File: src/rtl/dmem_pkg.sv
// Shared types and defaults for the data-memory arbiter.
// Port select, request and response bundles.
package dmem_pkg;

  localparam int ADDR_W    = 16;
  localparam int DATA_W    = 16;
  localparam int MEM_BYTES = 64;
  localparam int MAX_WAIT  = 4;

  localparam logic PORT_C = 1'b0;
  localparam logic PORT_D = 1'b1;

  typedef struct packed {
    logic              req;
    logic              we;
    logic [ADDR_W-1:0] addr;
    logic [DATA_W-1:0] wd;
  } req_t;

  typedef struct packed {
    logic              ready;
    logic              rvalid;
    logic [DATA_W-1:0] rdata;
    logic              err;
  } rsp_t;

endpackage

File: src/rtl/dmem_starve_ctr.sv
// Saturating wait counter for the low-priority port.
// expired goes high once the count reaches MAX_WAIT.
module dmem_starve_ctr #(
  parameter int MAX_WAIT = 4
) (
  input  logic Clk,
  input  logic Rst_n,
  input  logic clr,
  input  logic inc,
  output logic expired
);

  localparam int W = $clog2(MAX_WAIT + 1);

  logic [W-1:0] cnt;

  assign expired = (cnt >= W'(MAX_WAIT));

  always_ff @(posedge Clk) begin
    if (!Rst_n) begin
      cnt <= '0;
    end else if (clr) begin
      cnt <= '0;
    end else if (inc && !expired) begin
      cnt <= cnt + W'(1);
    end
  end

endmodule

File: src/rtl/dmem_arbiter.sv
// Two-port arbiter in front of the byte-addressed data memory.
// C has priority; D overrides after MAX_WAIT denied cycles.
module dmem_arbiter
  import dmem_pkg::*;
#(
  parameter int MAX_WAIT = dmem_pkg::MAX_WAIT
) (
  input  logic              Clk,
  input  logic              Rst_n,
  input  logic              C_Req,
  input  logic              C_We,
  input  logic [ADDR_W-1:0] C_Addr,
  input  logic [DATA_W-1:0] C_WD,
  output logic              C_Ready,
  output logic              C_RValid,
  output logic [DATA_W-1:0] C_RData,
  output logic              C_Err,
  input  logic              D_Req,
  input  logic              D_We,
  input  logic [ADDR_W-1:0] D_Addr,
  input  logic [DATA_W-1:0] D_WD,
  output logic              D_Ready,
  output logic              D_RValid,
  output logic [DATA_W-1:0] D_RData,
  output logic              D_Err,
  output logic [ADDR_W-1:0] M_Adresa,
  output logic [DATA_W-1:0] M_WD,
  output logic              M_MemWrite,
  output logic              M_MemRead,
  input  logic [DATA_W-1:0] M_ReadData
);

  req_t c_req, d_req, g_req;
  rsp_t c_rsp, d_rsp;

  logic gnt_c, gnt_d, granted, sel, ok, expired;

  logic              c_rv, d_rv, c_er, d_er;
  logic [DATA_W-1:0] c_rd, d_rd;

  assign c_req = '{C_Req, C_We, C_Addr, C_WD};
  assign d_req = '{D_Req, D_We, D_Addr, D_WD};

  // Starved D beats C; otherwise C first, then D.
  always_comb begin
    gnt_c = 1'b0;
    gnt_d = 1'b0;
    if (Rst_n) begin
      if (d_req.req && expired) begin
        gnt_d = 1'b1;
      end else if (c_req.req) begin
        gnt_c = 1'b1;
      end else if (d_req.req) begin
        gnt_d = 1'b1;
      end
    end
  end

  assign granted = gnt_c | gnt_d;
  assign sel     = gnt_d ? PORT_D : PORT_C;
  assign g_req   = (sel == PORT_D) ? d_req : c_req;
  assign ok      = (g_req.addr <= ADDR_W'(MEM_BYTES - 2));

  always_comb begin
    M_Adresa   = '0;
    M_WD       = '0;
    M_MemWrite = 1'b0;
    M_MemRead  = 1'b0;
    if (granted) begin
      M_Adresa   = g_req.addr;
      M_WD       = g_req.wd;
      M_MemWrite = g_req.we & ok;
      M_MemRead  = ~g_req.we & ok;
    end
  end

  dmem_starve_ctr #(
    .MAX_WAIT (MAX_WAIT)
  ) u_starve (
    .Clk     (Clk),
    .Rst_n   (Rst_n),
    .clr     (~D_Req | gnt_d),
    .inc     (D_Req & ~gnt_d),
    .expired (expired)
  );

  // Out-of-range reads complete with zero data plus the error pulse.
  always_ff @(posedge Clk) begin
    if (!Rst_n) begin
      c_rv <= 1'b0;
      c_er <= 1'b0;
      c_rd <= '0;
      d_rv <= 1'b0;
      d_er <= 1'b0;
      d_rd <= '0;
    end else begin
      c_rv <= gnt_c & ~C_We;
      c_er <= gnt_c & ~ok;
      d_rv <= gnt_d & ~D_We;
      d_er <= gnt_d & ~ok;
      if (gnt_c && !C_We) begin
        c_rd <= ok ? M_ReadData : '0;
      end
      if (gnt_d && !D_We) begin
        d_rd <= ok ? M_ReadData : '0;
      end
    end
  end

  assign c_rsp = '{gnt_c, c_rv, c_rd, c_er};
  assign d_rsp = '{gnt_d, d_rv, d_rd, d_er};

  assign C_Ready  = c_rsp.ready;
  assign C_RValid = c_rsp.rvalid;
  assign C_RData  = c_rsp.rdata;
  assign C_Err    = c_rsp.err;
  assign D_Ready  = d_rsp.ready;
  assign D_RValid = d_rsp.rvalid;
  assign D_RData  = d_rsp.rdata;
  assign D_Err    = d_rsp.err;

endmodule
File: config.mk
export PLATFORM = sky130hd
export DESIGN_NAME = dmem_arbiter
export DESIGN_NICKNAME = d
export VERILOG_FILES = /design/src/rtl/dmem_pkg.sv /design/src/rtl/dmem_starve_ctr.sv /design/src/rtl/dmem_arbiter.sv
export SDC_FILE = /design/constraint.sdc
export NUM_CORES = 1
export LEC_CHECK = 0
export CORE_MARGIN = 2
export CORE_UTILIZATION = 35
export CTS_CLUSTER_DIAMETER = 50
export DETAILED_ROUTE_END_ITERATION = 10
export PLACE_DENSITY = 0.94
export SLEW_MARGIN = 20
export SYNTH_ARGS = -nofsm -noshare
export SYNTH_HDL_FRONTEND = slang
export SYNTH_SLANG_ARGS = --single-unit
File: constraint.sdc
create_clock -name Clk -period 4.31 [get_ports Clk]
set_input_delay 0.862 -clock Clk [delete_from_list [all_inputs] [get_ports Clk]]
set_output_delay 0.862 -clock Clk [all_outputs]
set_load 0.01 [all_outputs]
==> run_results.csv, run 1 <==
group,metric,value,unit
global_routing,grt.total_usage,24.36,%
sta,fin_tns_setup,0,ps
yosys,syn_avg_cell_area,8.224,sq um
floorplanning,rows,26,
finish,fin_nets,466,
finish,areaGrowthSynthToFinish,90.82,%
finish,n_antenna_cell,0,
setup_path,cp.arrival,3050,ps
setup_path,startpoint,"C_Addr[13]",
setup_path,endpoint_kind,"output pin",
pwr,p_per_area,232.5,mW/mm^2
clock_network,post_cts_buffers,0,
route,drt_iter0_drc,73,
sta,max-slew-margin-rel,52.89,%
placed_design,place_congestion,0.8628,
sta,fmaxAchievable,255.6,MHz
setup_path,path_common_cell,"clkdlybuf4s50_1",
run_status,status,"complete, no violations",
setup_path,r2r_start,"u_starve.cnt[2]$_SDFFE_PP0P_",
yosys,synth_edf_count,0,
route,routed-via-count,2290,
yosys,async_flop_share,0,%
floorplanning,initial_utilization,36.32,%
clock_network,cts.sinks,39,
floorplanning,die_area,0.005934,sq mm
yosys,synth_cell_types,31,
global_routing,grt_pass1_vias,2321,
pwr,leakagePower,1.369,nW
setup_path,crit_path_top_delay_cell,"clkdlybuf4s50_1",
finish,layout_commonest_cell,"clkdlybuf4s50_1",
floorplanning,dieHeight,77.03,um
route,viasPerCell,5.100,
finish,layout.cells.most_common_list,"157 x clkdlybuf4s50_1, 67 x nand2_1, 39 x dfxtp_1, 34 x a21oi_1, 22 x a22o_1",
route,drt_pass1_iterations,4,
yosys,ys_warn_count,0,
setup_path,crit_fanout,6,
yosys,ys_seq_elements,39,
placed_design,dp.cells,441,
global_routing,grt_pass1_wl,11.50,mm
finish,drive_above_1_share,7.388,%
job,cap_violations,0,
global_routing,grt_overflow_total,0,
finish,final_cell_count_no_fill,449,
sta,clock_skew,4.472,ps
clock_network,cts_root_buf,"clkbuf_8",
route,routed_wl,7.078,mm
sta,finalWorstPathRequiredPeriod,3913,ps
yosys,syn-num-nets,315,
setup_path,worstRegToRegCells,6,
sta,hold_viol,0,
sta,fin_crit_sh,90.78,%
sta,setup_viol,0,
setup_path,crit_path_start_kind,"primary input",
placed_design,post-dp-hpwl,5.496,mm
route,ant_nets,0,
setup_path,crit_type,"primary input to output pin",
global_routing,antenna_found_initial,0,
yosys,synthCells,227,
route,post_drt_wl_per_cell,15.76,um
yosys,ys.flop_type,"dfxtp_1",
setup_path,cp_cell_sequence,"clkdlybuf4s50_1, nor4_2, o2111ai_1, a31oi_2, or2b_1, a21oi_1, clkdlybuf4s50_1",
sta,worst_pin_slew,703.5,ps
setup_path,r2r_end,"D_RData[5]$_SDFFE_PN0P_",
finish,final_area,0.003562,sq mm
clock_network,clk_path_buf_depth,2,
setup_path,r2r_slack,2440,ps
finish,fin_util,69.30,%
placed_design,io_buffers,157,
floorplanning,fp.dieW,77.03,um
global_routing,grt_max_degree,35,
setup_path,crit_end,"M_MemRead",
min_path,hold_class,"register to register",
clock_network,clock_latency,290,ps
setup_path,crit_required,3450,ps
yosys,synth_seq_area_share,41.82,%
sta,finalMaxSlewViolations,0,
clock_network,clk_pin_slew,70,ps
clock_network,htreeDepth,2,
clock_network,cts_tree,"built",
clock_network,cts-buffers-inserted,5,
floorplanning,core-area,0.005140,sq mm
setup_path,cpPeakStageDelay,570,ps
pwr,peakVddDrop,0.1255,mV
yosys,syn_area,0.001867,sq mm
min_path,worstHoldStart,"C_RData[3]$_SDFFE_PN0P_",
clock_network,hold_buffers,0,
placed_design,place_area,0.003456,sq mm
clock_network,cts.repair.resized,0,
sta,rsz0062_at_grt,"no",
floorplanning,ioPinCount,158,
route,route.detailed.drc,0,
-- synth_stat cells, types with 3 or more instances --
master | n | area, sq um
a21oi_1 | 34 | 170.2
a22o_1 | 22 | 192.7
a22o_2 | 10 | 100.1
and2_1 | 5 | 31.28
buf_2 | 5 | 25.02
buf_6 | 4 | 45.04
clkbuf_1 | 7 | 26.28
dfxtp_1 | 39 | 780.8
inv_1 | 3 | 11.26
nand2_1 | 67 | 251.5
nor2_1 | 5 | 18.77
nor2b_1 | 3 | 18.77
nor4_1 | 3 | 18.77
-- per-stage QoR --
stage | power, W | worst slack (ps) | hold WS (ps)
floorplan | 0.0004270 | 1506 | 478.8
global placement | 0.0005608 | 404.2 | 460.0
detailed placement | 0.0005636 | 384.0 | 462.8
CTS | 0.0008340 | 368.1 | 484.9
global route | 0.0008696 | 198.9 | 502.0
finish | 0.0008284 | 397.4 | 479.9
-- layout make-up --
class / count / area [sq um]
Timing Repair Buffer: 162 / 1622
Sequential cell: 39 / 780.7
Clock inverter: 1 / 7.507
Clock buffer: 7 / 96.34
Multi-Input combinational cell: 166 / 953.4
Fill cell: 409 / 1578
Tap cell: 70 / 87.58
Inverter: 4 / 15.01
-- critical path, delay by kind of cell --
kind | cells | cell delay, ps
AO/OA/AOI/OAI | 3 | 570
buffers and inverters | 2 | 1010
AND/OR/NAND/NOR | 2 | 610
-- cell families after synthesis --
logic type                 count (synthesis)  share of synthesized area (%)
AOI/OAI and AO/OA                         73                          27.61
adders and majority gates                  2                          1.340
buffers and inverters                     22                          7.440
DFF                                       39                          41.82
and+or+nand+nor                           91                          21.78
-- sequential cells by signal, summed over array words and instances, names as in the netlist --
signal	cells
u_starve.cnt	3
D_RValid	1
C_RData	16
D_Err	1
C_Err	1
D_RData	16
C_RValid	1
-- power by group --
| part | switching [W] | leakage, nW | internal (W) |
|---|---|---|---|
| registers | 0.000000676 | 0.315 | 0.000362 |
| clock network | 0.000126 | 0.0505 | 0.000145 |
| logic | 0.0000758 | 1.00 | 0.000118 |
-- worst min-delay path by stage --
stage	endpoint	slack [ps]	cells past startpoint
after floorplan	u_starve.cnt[0]$_SDFFE_PP0P_	480	2
after global placement	D_RData[11]$_SDFFE_PN0P_	460	1
after detailed placement	D_RData[9]$_SDFFE_PN0P_	460	1
after CTS	C_RData[3]$_SDFFE_PN0P_	480	1
after global routing	C_RData[7]$_SDFFE_PN0P_	500	1
final	C_RData[3]$_SDFFE_PN0P_	480	1
-- layer usage --
layer	wire length [um]	global-route usage (%)	up-vias
li1	-	-	1093
met1	2724	26.60	1054
met2	3566	44.30	128
met3	564	6.353	15
met4	222	10.36	0
met5	0	0	-
(Power assumes the default switching activity.)
==> run 2: changes to the inputs <==
Settings changed: GPL_ROUTABILITY_DRIVEN set to 0.
==> results of run 2 <==
No change in the layout: final DEF, timing and power equal those of run 1.
==> variant, RTL diff (config.mk and constraints of run 1) <==
Set the package constant `DATA_W` to 14 (it was 16).
--- a/src/rtl/dmem_pkg.sv
+++ b/src/rtl/dmem_pkg.sv
@@ -5,3 +5,3 @@
   localparam int ADDR_W    = 16;
-  localparam int DATA_W    = 16;
+  localparam int DATA_W    = 14;
   localparam int MEM_BYTES = 64;
Interface: changed (6 resized); port bits go from 158 to 146. No check against the original RTL was run, so the function may have changed too.
==> variant against run 1 <==
- sequential cell count down 4
- design area down 8.1%
- wire length down 9.3%
- clock skew down 0.0015 ns
- total power down 7.8%
- area after synthesis down 9.6%
- fmax up 0.88%
- worst setup slack better by 0.034 ns
- largest power group unchanged
==> variant: results <==
export IMPL_critPathCapture="M_MemWrite"
export IMPL_numCtsBuffers=5
export IMPL_path_max_fanout=4
export IMPL_dpl_cell_count=403
export IMPL_reg2reg_to="D_RData[1]"
export IMPL_grt_use_total_pct=23.41
export IMPL_grt_pass1_vias=1914
export IMPL_final_layout_size_suffix_gt1_share_pct=4.482
export IMPL_slowest_delay_ns=0.54
export IMPL_io_buffers=145
export IMPL_routedWlPerCell_um=15.63
export IMPL_grt_pass1_wl_um=9722
export IMPL_async_reset_ff_share_pct=0
export IMPL_vias=2090
export IMPL_power_leakage_uw=0.001270
export IMPL_yosysWarnings=0
export IMPL_clk_pin_slew_ns=0.07
export IMPL_synthTopCellsByArea="dfxtp_1 (42%), a22o_1 (15%), nand2_1 (14%), a21oi_1 (9.2%), nor4_4 (2.5%)"
export IMPL_firstDrtPassIters=5
export IMPL_status="finished clean"
export IMPL_final_cells=411
export IMPL_drt_iter0_drc=107
export IMPL_postSynthCellCount=213
export IMPL_grt_max_degree=34
export IMPL_synth_cell_type_count=26
export IMPL_clock_skew_ns=0.002984
export IMPL_cp_data_arrival_time_ns=3.02
export IMPL_tightest_slew_ns=1.031
export IMPL_rr_worst_depth=6
export IMPL_reg2reg_slack_ns=2.13
export IMPL_synth_common_cells="nand2_1 (64), dfxtp_1 (35), a21oi_1 (31)"
export IMPL_synth_seq_area_share_pct=41.51
export IMPL_syn_nets=295
export IMPL_internal_power_uw=581.1
export IMPL_peakVddDrop_mv=0.1925
export IMPL_dp_hpwl_um=4996
export IMPL_final_net_count=438
export IMPL_gp_congestion=0.8993
export IMPL_holdPathStages=1
export IMPL_pwr_share_clk_pct=33.6
==> variant: stage by stage <==
step | utilization, % | area (um2) | worst slack [ns] | power, uW
after CTS | 69.73 | 3272 | 0.4595 | 767.9
final | 69.73 | 3272 | 0.4314 | 764.0
after detailed placement | 67.60 | 3172 | 0.4687 | 512.8
after floorplan | - | 1688 | 1.546 | 385.4
after global placement | 67.60 | 3172 | 0.4746 | 510.0
after global routing | 69.73 | 3272 | 0.2982 | 791.8
==> variant: cell families after synthesis <==
kind of cell	after synthesis	synth area share, %
buf+inv	18	5.412
compound gates	64	25.87
flops	35	41.51
fa+ha+maj	2	1.482
simple gates	94	25.72
==> variant: cell type report <==
cell class | count | area [um2]
fillers | 363 | 1420
repair buffers | 150 | 1489
multi-input cells | 160 | 899.6
inverters | 4 | 15.01
well taps | 54 | 67.56
flip-flops and latches | 35 | 700.7
clock buffers | 8 | 100.1
==> variant: routing by layer <==
layer	wire length [um]	global-route usage [%]	vias to the layer above
li1	-	-	1038
met1	2741	29.90	959
met2	3215	38.49	76
met3	320	5.213	17
met4	145	8.687	0
met5	0	0	-
==> variant: how the worst min path moves through the flow <==
stage	startpoint	slack, ns	endpoint
floorplan	u_starve.cnt[0]	0.48	u_starve.cnt[0]
global placement	D_RData[2]	0.46	D_RData[2]
detailed placement	C_RData[13]	0.46	C_RData[13]
CTS	D_RData[8]	0.48	D_RData[8]
global route	D_RData[5]	0.49	D_RData[5]
finish	C_RData[11]	0.48	C_RData[11]
==> variant: worst register-to-register path: stages (launching register included) <==
cell and delay [ns]:
dfxtp_1 0.33, nor2b_1 0.17, or2_1 0.14, buf_4 0.34
nor2_4 0.06, nor2b_1 0.80, a22o_1 0.28
==> variant: power by group through the flow <==
stage          Sequential (uW)  Clock [uW]  Combinational, uW
3_3_place_gp               333           0                177
2_1_floorplan              334           0               51.3
5_1_grt                    326         272                194
4_1_cts                    326         261                181
3_5_place_dp               333           0                179
6_report                   326         257                181
